$ cat config.mk
export PLATFORM = sky130hd
export DESIGN_NAME = fwd_hazard_unit_flat
export DESIGN_NICKNAME = d
export VERILOG_FILES = /design/src/rtl/fwd_hazard_if.sv /design/src/rtl/fwd_hazard_unit.sv /design/src/flat_wrapper.sv
export SDC_FILE = /design/constraint.sdc
export NUM_CORES = 1
export LEC_CHECK = 0
export ABC_AREA = 1
export CAP_MARGIN = 20
export CORE_MARGIN = 10
export CORE_UTILIZATION = 27
export CTS_BUF_LIST = sky130_fd_sc_hd__clkbuf_8
export CTS_CLUSTER_SIZE = 14
export DETAILED_ROUTE_END_ITERATION = 6
export PLACE_DENSITY = 0.72
export SKIP_CTS_REPAIR_TIMING = 1
export SLEW_MARGIN = 20
export SYNTH_ARGS = -nofsm -noshare
export SYNTH_HDL_FRONTEND = slang
export SYNTH_SLANG_ARGS = --single-unit
export TNS_END_PERCENT = 30
$ cat constraint.sdc
create_clock -name clk -period 6.75 [get_ports clk]
set_clock_uncertainty 0.1 [all_clocks]
set_input_delay 1.35 -clock clk [delete_from_list [all_inputs] [get_ports clk]]
set_output_delay 1.35 -clock clk [all_outputs]
set_load 0.02 [all_outputs]
$ cat src/rtl/fwd_hazard_if.sv
// -----------------------------------------------------------------------------
// fwd_hazard_if
//   Bundle of the pipeline-side signals seen by the ID/EX operand bypass and
//   load-use hazard unit.
//
//   Parameters
//     len      data word width
//     nb_addr  register address width
//     n_ports  number of EX operand ports (port k uses slice [k*W +: W])
//     nb_cnt   stall counter width
//
//   Signals (direction as seen by the hazard unit, i.e. the slave modport)
//     i_pipe_en        in   pipeline advance, 0 freezes internal state
//     i_ex_src_addr    in   EX source register addresses, one per port
//     i_ex_src_data    in   register-file values latched in ID/EX
//     i_mem_rd         in   EX/MEM destination register
//     i_mem_regwrite   in   EX/MEM write flag
//     i_mem_data       in   EX/MEM ALU result
//     i_wb_rd          in   MEM/WB destination register
//     i_wb_regwrite    in   MEM/WB write flag
//     i_wb_data        in   MEM/WB final writeback value
//     i_id_src_addr    in   ID source register addresses, one per port
//     i_ex_rd          in   destination of the instruction in EX
//     i_ex_memread     in   instruction in EX is a load
//     o_operand        out  forwarded operands, one per port
//     o_select         out  per-port source code: 00 reg, 01 mem, 10 wb, 11 history
//     o_stall          out  freeze PC/IF-ID and bubble ID/EX
//     o_stall_count    out  saturating count of stall cycles
//
//   Modports
//     master  pipeline side (drives the i_* signals, observes the o_* signals)
//     slave   hazard unit side
// -----------------------------------------------------------------------------
interface fwd_hazard_if #(
  parameter int len     = 32,
  parameter int nb_addr = 5,
  parameter int n_ports = 2,
  parameter int nb_cnt  = 16
);

  logic                         i_pipe_en;
  logic [n_ports*nb_addr-1:0]   i_ex_src_addr;
  logic [n_ports*len-1:0]       i_ex_src_data;
  logic [nb_addr-1:0]           i_mem_rd;
  logic                         i_mem_regwrite;
  logic [len-1:0]               i_mem_data;
  logic [nb_addr-1:0]           i_wb_rd;
  logic                         i_wb_regwrite;
  logic [len-1:0]               i_wb_data;
  logic [n_ports*nb_addr-1:0]   i_id_src_addr;
  logic [nb_addr-1:0]           i_ex_rd;
  logic                         i_ex_memread;

  logic [n_ports*len-1:0]       o_operand;
  logic [n_ports*2-1:0]         o_select;
  logic                         o_stall;
  logic [nb_cnt-1:0]            o_stall_count;

  modport master (
    output i_pipe_en, i_ex_src_addr, i_ex_src_data,
           i_mem_rd, i_mem_regwrite, i_mem_data,
           i_wb_rd, i_wb_regwrite, i_wb_data,
           i_id_src_addr, i_ex_rd, i_ex_memread,
    input  o_operand, o_select, o_stall, o_stall_count
  );

  modport slave (
    input  i_pipe_en, i_ex_src_addr, i_ex_src_data,
           i_mem_rd, i_mem_regwrite, i_mem_data,
           i_wb_rd, i_wb_regwrite, i_wb_data,
           i_id_src_addr, i_ex_rd, i_ex_memread,
    output o_operand, o_select, o_stall, o_stall_count
  );

endinterface

$ cat src/rtl/fwd_hazard_unit.sv
// -----------------------------------------------------------------------------
// fwd_hazard_unit
//   Operand bypass and load-use hazard unit for a 5-stage MIPS pipeline,
//   placed at the ID/EX boundary.
//
//   - Per EX operand port, picks the operand among the register file value,
//     the EX/MEM result, the MEM/WB result and (optionally) a one-entry
//     history of the last writeback. Priority: r0 -> reg, mem, wb, history.
//   - Detects a load in EX whose destination is read by the instruction in ID
//     and raises a single-cycle stall through a two-state FSM.
//   - Counts stall cycles in a saturating counter for the debug unit.
//
//   Ports
//     clk    pipeline clock, all state updates on the rising edge
//     reset  synchronous, active-high
//     bus    fwd_hazard_if.slave, see rtl/fwd_hazard_if.sv
//
//   Configuration macro
//     FWD_HISTORY_EN  when defined, the write-history register exists and
//                     select code 11 can be produced. Needed when the
//                     register file writes on the rising edge after a read.
//                     When undefined (default) the register file is assumed
//                     write-before-read and history matches fall to 00.
//
//   FSM
//     state   | meaning
//     --------+---------------------------------------------------------
//     S_RUN   | normal flow, o_stall follows the load-use hit
//     S_STALL | bubble already inserted for this load, no further stall
// -----------------------------------------------------------------------------
module fwd_hazard_unit #(
  parameter int len     = 32,
  parameter int nb_addr = 5,
  parameter int n_ports = 2,
  parameter int nb_cnt  = 16
) (
  input  logic          clk,
  input  logic          reset,
  fwd_hazard_if.slave   bus
);

  localparam logic [1:0] SEL_REG  = 2'b00;
  localparam logic [1:0] SEL_MEM  = 2'b01;
  localparam logic [1:0] SEL_WB   = 2'b10;
  localparam logic [1:0] SEL_HIST = 2'b11;

  typedef enum logic {
    S_RUN   = 1'b0,
    S_STALL = 1'b1
  } state_t;

  state_t                  state_q;
  logic [nb_cnt-1:0]       stall_cnt_q;
  logic [nb_cnt-1:0]       stall_cnt_d;
  logic                    hit;
  logic                    stall;
  logic [n_ports*2-1:0]    sel_all;
  logic [n_ports*len-1:0]  operand_all;

  // ---------------------------------------------------------------------------
  // Write-history register: remembers the instruction that left WB on the
  // previous advance. While reset is held the entry is treated as invalid so
  // forwarding during reset never uses a stale history value.
  // ---------------------------------------------------------------------------
`ifdef FWD_HISTORY_EN
  logic               hist_valid_q;
  logic [nb_addr-1:0] hist_rd_q;
  logic [len-1:0]     hist_data_q;
  logic               hist_valid;

  assign hist_valid = hist_valid_q & ~reset;

  always_ff @(posedge clk) begin
    if (reset) begin
      hist_valid_q <= 1'b0;
      hist_rd_q    <= '0;
      hist_data_q  <= '0;
    end else if (bus.i_pipe_en) begin
      if (bus.i_wb_regwrite && (bus.i_wb_rd != '0)) begin
        hist_valid_q <= 1'b1;
        hist_rd_q    <= bus.i_wb_rd;
        hist_data_q  <= bus.i_wb_data;
      end else begin
        hist_valid_q <= 1'b0;
      end
    end
  end
`endif

  // ---------------------------------------------------------------------------
  // Per-port operand selection, fully combinational.
  // ---------------------------------------------------------------------------
  for (genvar k = 0; k < n_ports; k++) begin : g_port
    logic [nb_addr-1:0] src;
    logic [len-1:0]     reg_val;
    logic               mem_hit;
    logic               wb_hit;
    logic               hist_hit;
    logic [1:0]         sel;
    logic [len-1:0]     operand;

    assign src     = bus.i_ex_src_addr[k*nb_addr +: nb_addr];
    assign reg_val = bus.i_ex_src_data[k*len +: len];
    assign mem_hit = bus.i_mem_regwrite && (bus.i_mem_rd == src);
    assign wb_hit  = bus.i_wb_regwrite  && (bus.i_wb_rd  == src);
`ifdef FWD_HISTORY_EN
    assign hist_hit = hist_valid && (hist_rd_q == src);
`else
    assign hist_hit = 1'b0;
`endif

    // r0 is hardwired to zero, so it is never forwarded even if some stage
    // claims to write it.
    always_comb begin
      sel = SEL_REG;
      if (src == '0) begin
        sel = SEL_REG;
      end else if (mem_hit) begin
        sel = SEL_MEM;
      end else if (wb_hit) begin
        sel = SEL_WB;
      end else if (hist_hit) begin
        sel = SEL_HIST;
      end
    end

    always_comb begin
      operand = reg_val;
      case (sel)
        SEL_MEM:  operand = bus.i_mem_data;
        SEL_WB:   operand = bus.i_wb_data;
`ifdef FWD_HISTORY_EN
        SEL_HIST: operand = hist_data_q;
`endif
        default:  operand = reg_val;
      endcase
    end

    assign sel_all[k*2 +: 2]       = sel;
    assign operand_all[k*len +: len] = operand;
  end

  assign bus.o_select  = sel_all;
  assign bus.o_operand = operand_all;

  // ---------------------------------------------------------------------------
  // Load-use detection: a load in EX whose destination is read in ID.
  // ---------------------------------------------------------------------------
  always_comb begin
    hit = 1'b0;
    if (bus.i_ex_memread && (bus.i_ex_rd != '0)) begin
      for (int k = 0; k < n_ports; k++) begin
        if (bus.i_id_src_addr[k*nb_addr +: nb_addr] == bus.i_ex_rd) begin
          hit = 1'b1;
        end
      end
    end
  end

  // Once the bubble is in, the producer reaches MEM and the consumer is
  // served by mem/wb forwarding, so at most one stall cycle per load.
  assign stall     = ~reset && (state_q == S_RUN) && hit;
  assign bus.o_stall = stall;

  // ---------------------------------------------------------------------------
  // RUN/STALL sequencer.
  // ---------------------------------------------------------------------------
  always_ff @(posedge clk) begin
    if (reset) begin
      state_q <= S_RUN;
    end else if (bus.i_pipe_en) begin
      case (state_q)
        S_RUN:   state_q <= hit ? S_STALL : S_RUN;
        S_STALL: state_q <= S_RUN;
        default: state_q <= S_RUN;
      endcase
    end
  end

  // ---------------------------------------------------------------------------
  // Saturating stall counter.
  // ---------------------------------------------------------------------------
  always_comb begin
    stall_cnt_d = stall_cnt_q;
    if (bus.i_pipe_en && stall && (stall_cnt_q != '1)) begin
      stall_cnt_d = stall_cnt_q + 1'b1;
    end
  end

  always_ff @(posedge clk) begin
    if (reset) begin
      stall_cnt_q <= '0;
    end else begin
      stall_cnt_q <= stall_cnt_d;
    end
  end

  assign bus.o_stall_count = stall_cnt_q;

endmodule

$ cat src/flat_wrapper.sv
// flat-port wrapper written by rule: the top's interface ports become plain ports
module fwd_hazard_unit_flat 
#(
  parameter int len     = 32,
  parameter int nb_addr = 5,
  parameter int n_ports = 2,
  parameter int nb_cnt  = 16
)
  (clk, reset, bus_i_pipe_en, bus_i_ex_src_addr, bus_i_ex_src_data, bus_i_mem_rd, bus_i_mem_regwrite, bus_i_mem_data, bus_i_wb_rd, bus_i_wb_regwrite, bus_i_wb_data, bus_i_id_src_addr, bus_i_ex_rd, bus_i_ex_memread, bus_o_operand, bus_o_select, bus_o_stall, bus_o_stall_count);
  fwd_hazard_if #(.len(len), .nb_addr(nb_addr), .n_ports(n_ports), .nb_cnt(nb_cnt)) bus_i ();
  input  logic clk;
  input  logic reset;
  input wire logic [$bits(bus_i.i_pipe_en)-1:0] bus_i_pipe_en;
  input wire logic [$bits(bus_i.i_ex_src_addr)-1:0] bus_i_ex_src_addr;
  input wire logic [$bits(bus_i.i_ex_src_data)-1:0] bus_i_ex_src_data;
  input wire logic [$bits(bus_i.i_mem_rd)-1:0] bus_i_mem_rd;
  input wire logic [$bits(bus_i.i_mem_regwrite)-1:0] bus_i_mem_regwrite;
  input wire logic [$bits(bus_i.i_mem_data)-1:0] bus_i_mem_data;
  input wire logic [$bits(bus_i.i_wb_rd)-1:0] bus_i_wb_rd;
  input wire logic [$bits(bus_i.i_wb_regwrite)-1:0] bus_i_wb_regwrite;
  input wire logic [$bits(bus_i.i_wb_data)-1:0] bus_i_wb_data;
  input wire logic [$bits(bus_i.i_id_src_addr)-1:0] bus_i_id_src_addr;
  input wire logic [$bits(bus_i.i_ex_rd)-1:0] bus_i_ex_rd;
  input wire logic [$bits(bus_i.i_ex_memread)-1:0] bus_i_ex_memread;
  output wire logic [$bits(bus_i.o_operand)-1:0] bus_o_operand;
  output wire logic [$bits(bus_i.o_select)-1:0] bus_o_select;
  output wire logic [$bits(bus_i.o_stall)-1:0] bus_o_stall;
  output wire logic [$bits(bus_i.o_stall_count)-1:0] bus_o_stall_count;
  assign bus_i.i_pipe_en = bus_i_pipe_en;
  assign bus_i.i_ex_src_addr = bus_i_ex_src_addr;
  assign bus_i.i_ex_src_data = bus_i_ex_src_data;
  assign bus_i.i_mem_rd = bus_i_mem_rd;
  assign bus_i.i_mem_regwrite = bus_i_mem_regwrite;
  assign bus_i.i_mem_data = bus_i_mem_data;
  assign bus_i.i_wb_rd = bus_i_wb_rd;
  assign bus_i.i_wb_regwrite = bus_i_wb_regwrite;
  assign bus_i.i_wb_data = bus_i_wb_data;
  assign bus_i.i_id_src_addr = bus_i_id_src_addr;
  assign bus_i.i_ex_rd = bus_i_ex_rd;
  assign bus_i.i_ex_memread = bus_i_ex_memread;
  assign bus_o_operand = bus_i.o_operand;
  assign bus_o_select = bus_i.o_select;
  assign bus_o_stall = bus_i.o_stall;
  assign bus_o_stall_count = bus_i.o_stall_count;
  fwd_hazard_unit #(.len(len), .nb_addr(nb_addr), .n_ports(n_ports), .nb_cnt(nb_cnt)) u_core (.clk(clk), .reset(reset), .bus(bus_i));
endmodule
Yosys cells after proc, flatten, opt, wreduce, memory -nomap -nowiden. Index checks and enable logic that the tools add are counted. Widths: inputs -> output; s select.

$add $sub $neg: 1. Equal/unequal tests: 11. Mux-type cells: 13. Bitwise logic cells: 2. Reductions and logical operators: 12.

Operators with widths (count): $pmux 32 s2 (2); $eq 5x5->1 (6); $add 16x1->16 const B (1); $ne 16x16->1 const B (1); $mux 2 (6); $logic_not 5->1 (2); $logic_and 1x1->1 (9); $reduce_bool 5->1 (1); $eq 2x1->1 const B (2); $eq 2x2->1 const B (2); $mux 1 (4); $not 1->1 (2); $pmux 1 s2 (1).

Register bits: 17. Input bits: 169.

Logic depth before layout (Yosys ltp). Gate-level depths: netlist (run 1).

Word-level depth: 7. Depth in mapped cells: 14.

Worst setup path after synthesis (run 1). No wires, ideal clock.

Path kind: input-to-output. From: in bus_i_ex_src_addr[9]. To: out bus_o_operand[32]. Data arrival time: 3.482 ns. Setup slack: 1.818 ns. Stages: 12. Path through: inv_1 -> o22ai_1 -> a221oi_1 -> nand3_1 -> nor2_1 -> inv_1 -> ha_1 -> clkbuf_1 -> inv_1 -> clkbuf_1 -> nor2_1 -> a21oi_1.

Elaborated cells between the ends (all ways): 11.

RTL lines: start, declared (line flat_wrapper.sv:14) `input wire logic [$bits(bus_i.i_ex_src_addr)-1:0] bus_i_ex_src_addr;`; $eq 5x5->1 (line fwd_hazard_unit.sv:104) `assign mem_hit = bus.i_mem_regwrite && (bus.i_mem_rd == src);`; $logic_and 1x1->1 (line fwd_hazard_unit.sv:104); $mux 2 (line fwd_hazard_unit.sv:118) `end else if (mem_hit) begin`; $mux 2 * (line fwd_hazard_unit.sv:116) `if (src == '0) begin`; via bus_o_select[2] (line flat_wrapper.sv:26) `output wire logic [$bits(bus_i.o_select)-1:0] bus_o_select;`; $eq 2x2->1 or $eq 2x1->1 (tied branches) (line fwd_hazard_unit.sv:129) `case (sel)`; $pmux 32 s2 * (line fwd_hazard_unit.sv:129); end, declared (line flat_wrapper.sv:25) `output wire logic [$bits(bus_i.o_operand)-1:0] bus_o_operand;`.

Mark *: on every way through the listed nets, which the timed path passes. The rest lies on a longest branch.

Final worst setup path (run 1).
From: in bus_i_ex_src_addr[6]. To: out bus_o_operand[44].

Cells in the longest elaborated chain, start to end: 7. Elaborated cells between the ends (all ways): 11.

RTL lines: $eq 5x5->1 (line fwd_hazard_unit.sv:105) `assign wb_hit = bus.i_wb_regwrite && (bus.i_wb_rd == src);`; $logic_and 1x1->1 (line fwd_hazard_unit.sv:105); $mux 2 (line fwd_hazard_unit.sv:120) `end else if (wb_hit) begin`; $mux 2 (line fwd_hazard_unit.sv:118); $mux 2 * (line fwd_hazard_unit.sv:116); $eq 2x2->1 or $eq 2x1->1 (tied branches) (line fwd_hazard_unit.sv:129); $pmux 32 s2 * (line fwd_hazard_unit.sv:129).

Mark *: on every way between the ends. The rest lies on a longest branch, timed or not.

==> results of run 1 <==
worst max-delay path, delay by kind of cell:
kind,cells,cell delay (ns)
AO/OA/AOI/OAI,2,0.45
adder cells (fa/ha/maj),1,0.31
buffers and inverters,6,1.94
AND/OR/NAND/NOR,3,0.39
cell families after synthesis:
group | synth area share (%)
flip-flops | 12.29
XOR/XNOR | 3.162
AND/OR/NAND/NOR | 43.45
buffers and inverters | 10.30
adder cells (fa/ha/maj) | 2.258
AO/OA/AOI/OAI | 28.55
per-layer routing:
metal	share of wire, %	vias up	wire (um)	global-route usage, %
met3	9.4	25	1771	7.492
met5	0.069	-	13	0
met2	49	264	9174	42.02
met1	39	2129	7401	27.36
li1	-	2272	-	-
met4	2.2	2	414	5.365
through the flow:
step                      hold WS (ns)  instance area [um2]  util [%]  cells  total power, mW
final                           0.3992                 5488     55.63    918           0.5021
after CTS                       0.3980                 5488     55.63    918           0.5055
after global placement          0.3739                 5443     55.18    914           0.4271
after floorplan                 0.3612                 2770         -    545           0.2222
after detailed placement        0.3880                 5443     55.18    914           0.4281
after global routing            0.4509                 5488     55.63    918           0.5280
flip-flops by register name, summed over array words and instances, names as in the netlist:
name	cells
u_core.bus.o_stall_count	16
u_core.state_q	1
area by class of cell:
| class | instances | area (um2) | area share [%] |
|---|---|---|---|
| clock buffers | 3 | 41.29 | 0.7524 |
| clock inverters | 1 | 3.754 | 0.06840 |
| inverters | 49 | 183.9 | 3.352 |
| multi-input cells | 452 | 2145 | 39.08 |
| flip-flops and latches | 17 | 340.3 | 6.202 |
| well taps | 133 | 166.4 | 3.032 |
| repair buffers | 263 | 2608 | 47.51 |
cell usage after synthesis:
| library cell | count |
|---|---|
| nand4_2 | 1 |
| o22ai_1 | 4 |
| clkinv_1 | 1 |
| inv_1 | 45 |
| dfxtp_1 | 17 |
| nor3_1 | 5 |
| a211oi_1 | 3 |
| nand4_4 | 1 |
| nor2_4 | 2 |
| nor3b_1 | 1 |
| and3_1 | 1 |
| o21bai_1 | 1 |
| nand2_1 | 135 |
| clkbuf_1 | 27 |
| nand3_2 | 1 |
| nor2_1 | 108 |
| nand3_4 | 1 |
| nand4_1 | 12 |
| nand2_2 | 1 |
| ha_1 | 5 |
| a221oi_1 | 2 |
| xnor2_1 | 6 |
| inv_2 | 3 |
| nor4_1 | 2 |
| a21boi_1 | 1 |
| nand3_1 | 9 |
| nand2_4 | 1 |
| o21ai_0 | 5 |
| nor2_2 | 3 |
| a21oi_1 | 137 |
| xor2_1 | 4 |
worst min path at each step:
stage	from	endpoint	slack, ns	cells after the start
global route	u_core.bus.o_stall_count[8]	u_core.bus.o_stall_count[8]	0.45	2
CTS	u_core.state_q	u_core.state_q	0.40	2
global placement	u_core.state_q	u_core.state_q	0.37	2
finish	u_core.state_q	u_core.state_q	0.40	2
floorplan	u_core.state_q	u_core.state_q	0.36	2
detailed placement	u_core.state_q	u_core.state_q	0.39	2
power breakdown:
group | total [mW] | internal (mW) | switching [mW]
logic | 0.326 | 0.173 | 0.152
registers | 0.101 | 0.101 | 0.000413
clock network | 0.0753 | 0.0404 | 0.0349
total | 0.502 | 0.314 | 0.188
==> flow_metrics.env, run 1 <==
export IMPL_status="finished clean"
export IMPL_ant_nets=0
export IMPL_cts_htree_levels=1
export IMPL_antenna_found_initial=1
export IMPL_crit_path_start="bus_i_ex_src_addr[6]"
export IMPL_cts_root_buf="clkbuf_8"
export IMPL_routed_wl_mm=18.78
export IMPL_clk_path_buf_depth=2
export IMPL_critPathArrivalTime_ns=4.44
export IMPL_grt_pass1_vias=4455
export IMPL_crit_path_end_kind="output port"
export IMPL_cts_sinks=17
export IMPL_path_clk_slew_ns=0.07
export IMPL_fin_setup_tns_ns=0
export IMPL_p_per_area_nw_per_um2=91.50
export IMPL_ios=254
export IMPL_io_buffers=253
export IMPL_pre_cts_slack_ns=0.8862
export IMPL_yosys_warnings=0
export IMPL_static_leakage_power_nw=2.233
export IMPL_wl_per_cell_um=20.45
export IMPL_grt_usage_pct=23.84
export IMPL_slowest_delay_ns=0.65
export IMPL_ys_ff_latch=17
export IMPL_ir_drop_v=0.00008205
export IMPL_setup_ws_ns=0.8589
export IMPL_drv_cap=0
export IMPL_num_rows=36
export IMPL_tightest_slew_ns=0.5134
export IMPL_area_delta_synth_final_pct=98.10
export IMPL_yosysUniqueCellTypes=31
export IMPL_netlist_instances=545
export IMPL_rrSetupSlack_ns=4.90
export IMPL_synth_top_area_share_pct=24.75
export IMPL_syn_num_nets=719
export IMPL_drc=0
export IMPL_layout_common_cells="253 x clkdlybuf4s50_1, 137 x a21oi_1, 135 x nand2_1"
export IMPL_setup_viol_count_final=0
export IMPL_finalHoldViolations=0
export IMPL_drt_iter0_drc=407
export IMPL_viasPerCell=5.111
export IMPL_fp_dieW_um=121.3
export IMPL_nets=960
export IMPL_r2r_start="u_core.bus.o_stall_count[0]"
export IMPL_crit_end="bus_o_operand[44]"
export IMPL_cp_required_ns=5.30
export IMPL_cts_tree="built"
export IMPL_grt_max_degree=33
export IMPL_hpwl_mm=15.31
export IMPL_fin_crit_sh_pct=87.28
export IMPL_layout_min_cycle_time_ns=5.891
export IMPL_fp_dieArea_um2=14710
export IMPL_initial_core_util_pct=28.08
export IMPL_via_count=4692
export IMPL_place_congestion=1.035
export IMPL_reg2reg_depth=8
export IMPL_yosys_top_cells_area="a21oi_1 25%, nand2_1 18%, nor2_1 15%"
export IMPL_worstPathCellList="clkdlybuf4s50_1, inv_1, a221oi_1, nand3_1, nor2_1, inv_1, ha_1, inv_1, buf_4, nor2_1, a21oi_1, clkdlybuf4s50_1"
export IMPL_core_um2=9864
export IMPL_yosysTopAreaCell="a21oi_1"
export IMPL_fmax_ghz=0.1697
export IMPL_cts_buffers=3
export IMPL_yosysSeqAreaShare_pct=12.29
export IMPL_hp_class="flop to flop"
export IMPL_syn_avg_cell_area_um2=5.083
export IMPL_n_antenna_cell=0
export IMPL_worst_setup_path_type="input port to output port"
export IMPL_worstPathMaxFanout=15
export IMPL_dr_pass1_iters=5
export IMPL_grt_ovfl_total=0
export IMPL_grt_setup_unrepaired="no"
export IMPL_crit_path_frequent_cell="inv_1"
export IMPL_dieHeight_um=121.3
export IMPL_rr_endpoint="u_core.bus.o_stall_count[12]"
export IMPL_critPathLaunchType="input port"
export IMPL_clock_latency_ns=0.25
export IMPL_slew_viol_final=0
export IMPL_fillers=950
export IMPL_layout_commonest_cell="clkdlybuf4s50_1"
export IMPL_crit_slowest_cell="clkdlybuf4s50_1"
export IMPL_drive_above_1_share_pct=3.439
export IMPL_grt_pass1_wl_mm=27.95
export IMPL_syn_area_um2=2770
export IMPL_slew_headroom_pct=65.65
Power figures use the tool's default switching activity.
==> run 2: changes to the inputs <==
--- a/config.mk
+++ b/config.mk
@@ -10,6 +10,7 @@
 export CORE_MARGIN = 10
 export CORE_UTILIZATION = 27
 export CTS_BUF_LIST = sky130_fd_sc_hd__clkbuf_8
+export CTS_CLUSTER_DIAMETER = 60
 export CTS_CLUSTER_SIZE = 14
 export DETAILED_ROUTE_END_ITERATION = 6
 export PLACE_DENSITY = 0.72
==> results of run 2 <==
Final layout, timing and power as in run 1 (identical DEF).
==> run 3: changes to the inputs <==
--- a/config.mk
+++ b/config.mk
@@ -13,7 +13,7 @@
 export CTS_CLUSTER_DIAMETER = 60
 export CTS_CLUSTER_SIZE = 14
 export DETAILED_ROUTE_END_ITERATION = 6
-export PLACE_DENSITY = 0.72
+export PLACE_DENSITY = 0.75
 export SKIP_CTS_REPAIR_TIMING = 1
 export SLEW_MARGIN = 20
 export SYNTH_ARGS = -nofsm -noshare
==> constraint.sdc (replaced) <==
create_clock -name clk -period 4.75 [get_ports clk]
set_clock_uncertainty 0.1 [all_clocks]
set_input_delay 0.95 -clock clk [delete_from_list [all_inputs] [get_ports clk]]
set_output_delay 0.95 -clock clk [all_outputs]
set_load 0.02 [all_outputs]
==> flow_metrics.env, run 3 (synthesis gave the netlist of run 1 again) <==
export IMPL_reg2reg_depth=8
export IMPL_clk_path_buf_depth=2
export IMPL_setup_ws_ns=0.3609
export IMPL_place_congestion=1.013
export IMPL_largest_reg_flops=16
export IMPL_num_rows=36
export IMPL_min_from="u_core.state_q"
export IMPL_worst_setup_path_type="input port to output port"
export IMPL_cts_tree="built"
export IMPL_fin_setup_tns_ns=0
export IMPL_layout_min_cycle_time_ns=4.389
export IMPL_grt_max_degree=33
export IMPL_rrSetupSlack_ns=2.97
export IMPL_routed_wl_mm=18.85
export IMPL_n_antenna_cell=0
export IMPL_switching_share_pct=37.57
export IMPL_critPathLaunchType="input port"
export IMPL_wl_per_cell_um=20.12
export IMPL_cts_htree_levels=1
export IMPL_fin_crit_sh_pct=92.40
export IMPL_critPathArrivalTime_ns=3.34
export IMPL_drc=0
export IMPL_core_um2=9864
export IMPL_cts_root_buf="clkbuf_8"
export IMPL_finalPower_uw=718.1
export IMPL_cts_sinks=17
export IMPL_cts_buffers=3
export IMPL_slew_viol_final=0
export IMPL_holdWs_ns=0.4059
export IMPL_hpwl_mm=15.48
export IMPL_hold_end="u_core.state_q"
export IMPL_slew_headroom_pct=65.79
export IMPL_crit_path_start="bus_i_mem_rd[1]"
export IMPL_ir_drop_v=0.0001908
export IMPL_p_int_uw=448.3
export IMPL_area_delta_synth_final_pct=110.2
export IMPL_nets=979
export IMPL_dieHeight_um=121.3
export IMPL_io_buffers=253
export IMPL_fmax_ghz=0.2278
export IMPL_grt_pass1_wl_mm=27.65
export IMPL_viasPerCell=5.134
export IMPL_ant_nets=0
export IMPL_antenna_found_initial=0
export IMPL_cp_required_ns=3.70
export IMPL_grt_setup_unrepaired="no"
export IMPL_layout_common_cells="189 x clkdlybuf4s50_1, 137 x a21oi_1, 135 x nand2_1"
export IMPL_status="finished clean"
export IMPL_finalHoldViolations=0
export IMPL_hold_depth=2
export IMPL_grt_pass1_vias=4620
export IMPL_fp_dieArea_um2=14710
export IMPL_ios=254
export IMPL_seqPwrFrac_pct=20.0
export IMPL_initial_core_util_pct=28.08
export IMPL_p_per_area_nw_per_um2=123.3
export IMPL_layout_commonest_cell="clkdlybuf4s50_1"
export IMPL_p_sw_uw=269.8
export IMPL_path_clk_slew_ns=0.07
export IMPL_dr_pass1_iters=5
export IMPL_crit_path_end_kind="output port"
export IMPL_worstPathMaxFanout=18
export IMPL_drive_above_1_share_pct=6.965
export IMPL_fp_dieW_um=121.3
export IMPL_grt_usage_pct=23.64
export IMPL_drv_cap=0
export IMPL_static_leakage_power_nw=2.852
export IMPL_clock_latency_ns=0.25
export IMPL_tightest_slew_ns=0.5125
export IMPL_grt_ovfl_total=0
export IMPL_drt_iter0_drc=476
export IMPL_via_count=4811
export IMPL_r2r_start="u_core.bus.o_stall_count[0]"
export IMPL_rr_endpoint="u_core.bus.o_stall_count[15]"
export IMPL_utilization_pct=59.02
export IMPL_p_clk_share_pct=14.8
export IMPL_hp_class="flop to flop"
export IMPL_setup_viol_count_final=0
export IMPL_p_comb_share_pct=65.2
export IMPL_pre_cts_slack_ns=-0.01065
-- run 3: changes by cell type in the layout (fill, tap and decap cells not counted), sizes merged --
cell and delta:
clkdlybuf4s50 -64, dlymetal6s2s +55, buf +28, clkinv +1, inv -1
-- run 3: through the flow --
| step | area, um2 | std cells |
|---|---|---|
| after detailed placement | 5638 | 933 |
| after CTS | 5684 | 937 |
| after floorplan | 2770 | 545 |
| final | 5822 | 937 |
| after global placement | 5638 | 933 |
| after global routing | 5822 | 937 |
-- run 3: final cells by class --
cell class,count,area [um2]
multi-input cells,452,2145
flip-flops and latches,17,340.3
repair buffers,282,2940
fillers,940,4043
clock buffers,3,41.29
clock inverters,1,5.005
well taps,133,166.4
inverters,49,183.9
-- run 3: critical path, cell delays in order --
cell             delay [ns]
clkdlybuf4s50_1        0.57
o22ai_1                0.12
a211oi_1               0.17
and3_1                 0.19
inv_1                  0.04
nand2_1                0.07
inv_1                  0.06
ha_1                   0.31
inv_1                  0.19
buf_12                 0.19
nor2_1                 0.05
a21oi_1                0.13
dlymetal6s2s_1         0.29
-- run 3: power by group through the flow --
stage | Combinational [mW] | Clock, mW | Sequential, mW
after floorplan | 0.169 | 0 | 0.147
after global placement | 0.472 | 0 | 0.147
after detailed placement | 0.473 | 0 | 0.147
after CTS | 0.476 | 0.112 | 0.143
after global routing | 0.497 | 0.118 | 0.143
final | 0.468 | 0.107 | 0.144
-- run 3: how the worst max path moves through the flow --
stage | to
after floorplan | bus_o_operand[32]
after global placement | bus_o_operand[42]
after detailed placement | bus_o_operand[38]
after CTS | bus_o_operand[38]
after global routing | bus_o_operand[38]
final | bus_o_operand[15]
-- run 3: metal layers --
metal | track usage [%] | share of wire [%] | vias to the layer above
met3 | 6.561 | 10 | 34
li1 | - | - | 2309
met4 | 8.122 | 3.8 | 0
met2 | 41.58 | 48 | 283
met5 | 0 | 0 | -
met1 | 26.68 | 38 | 2185
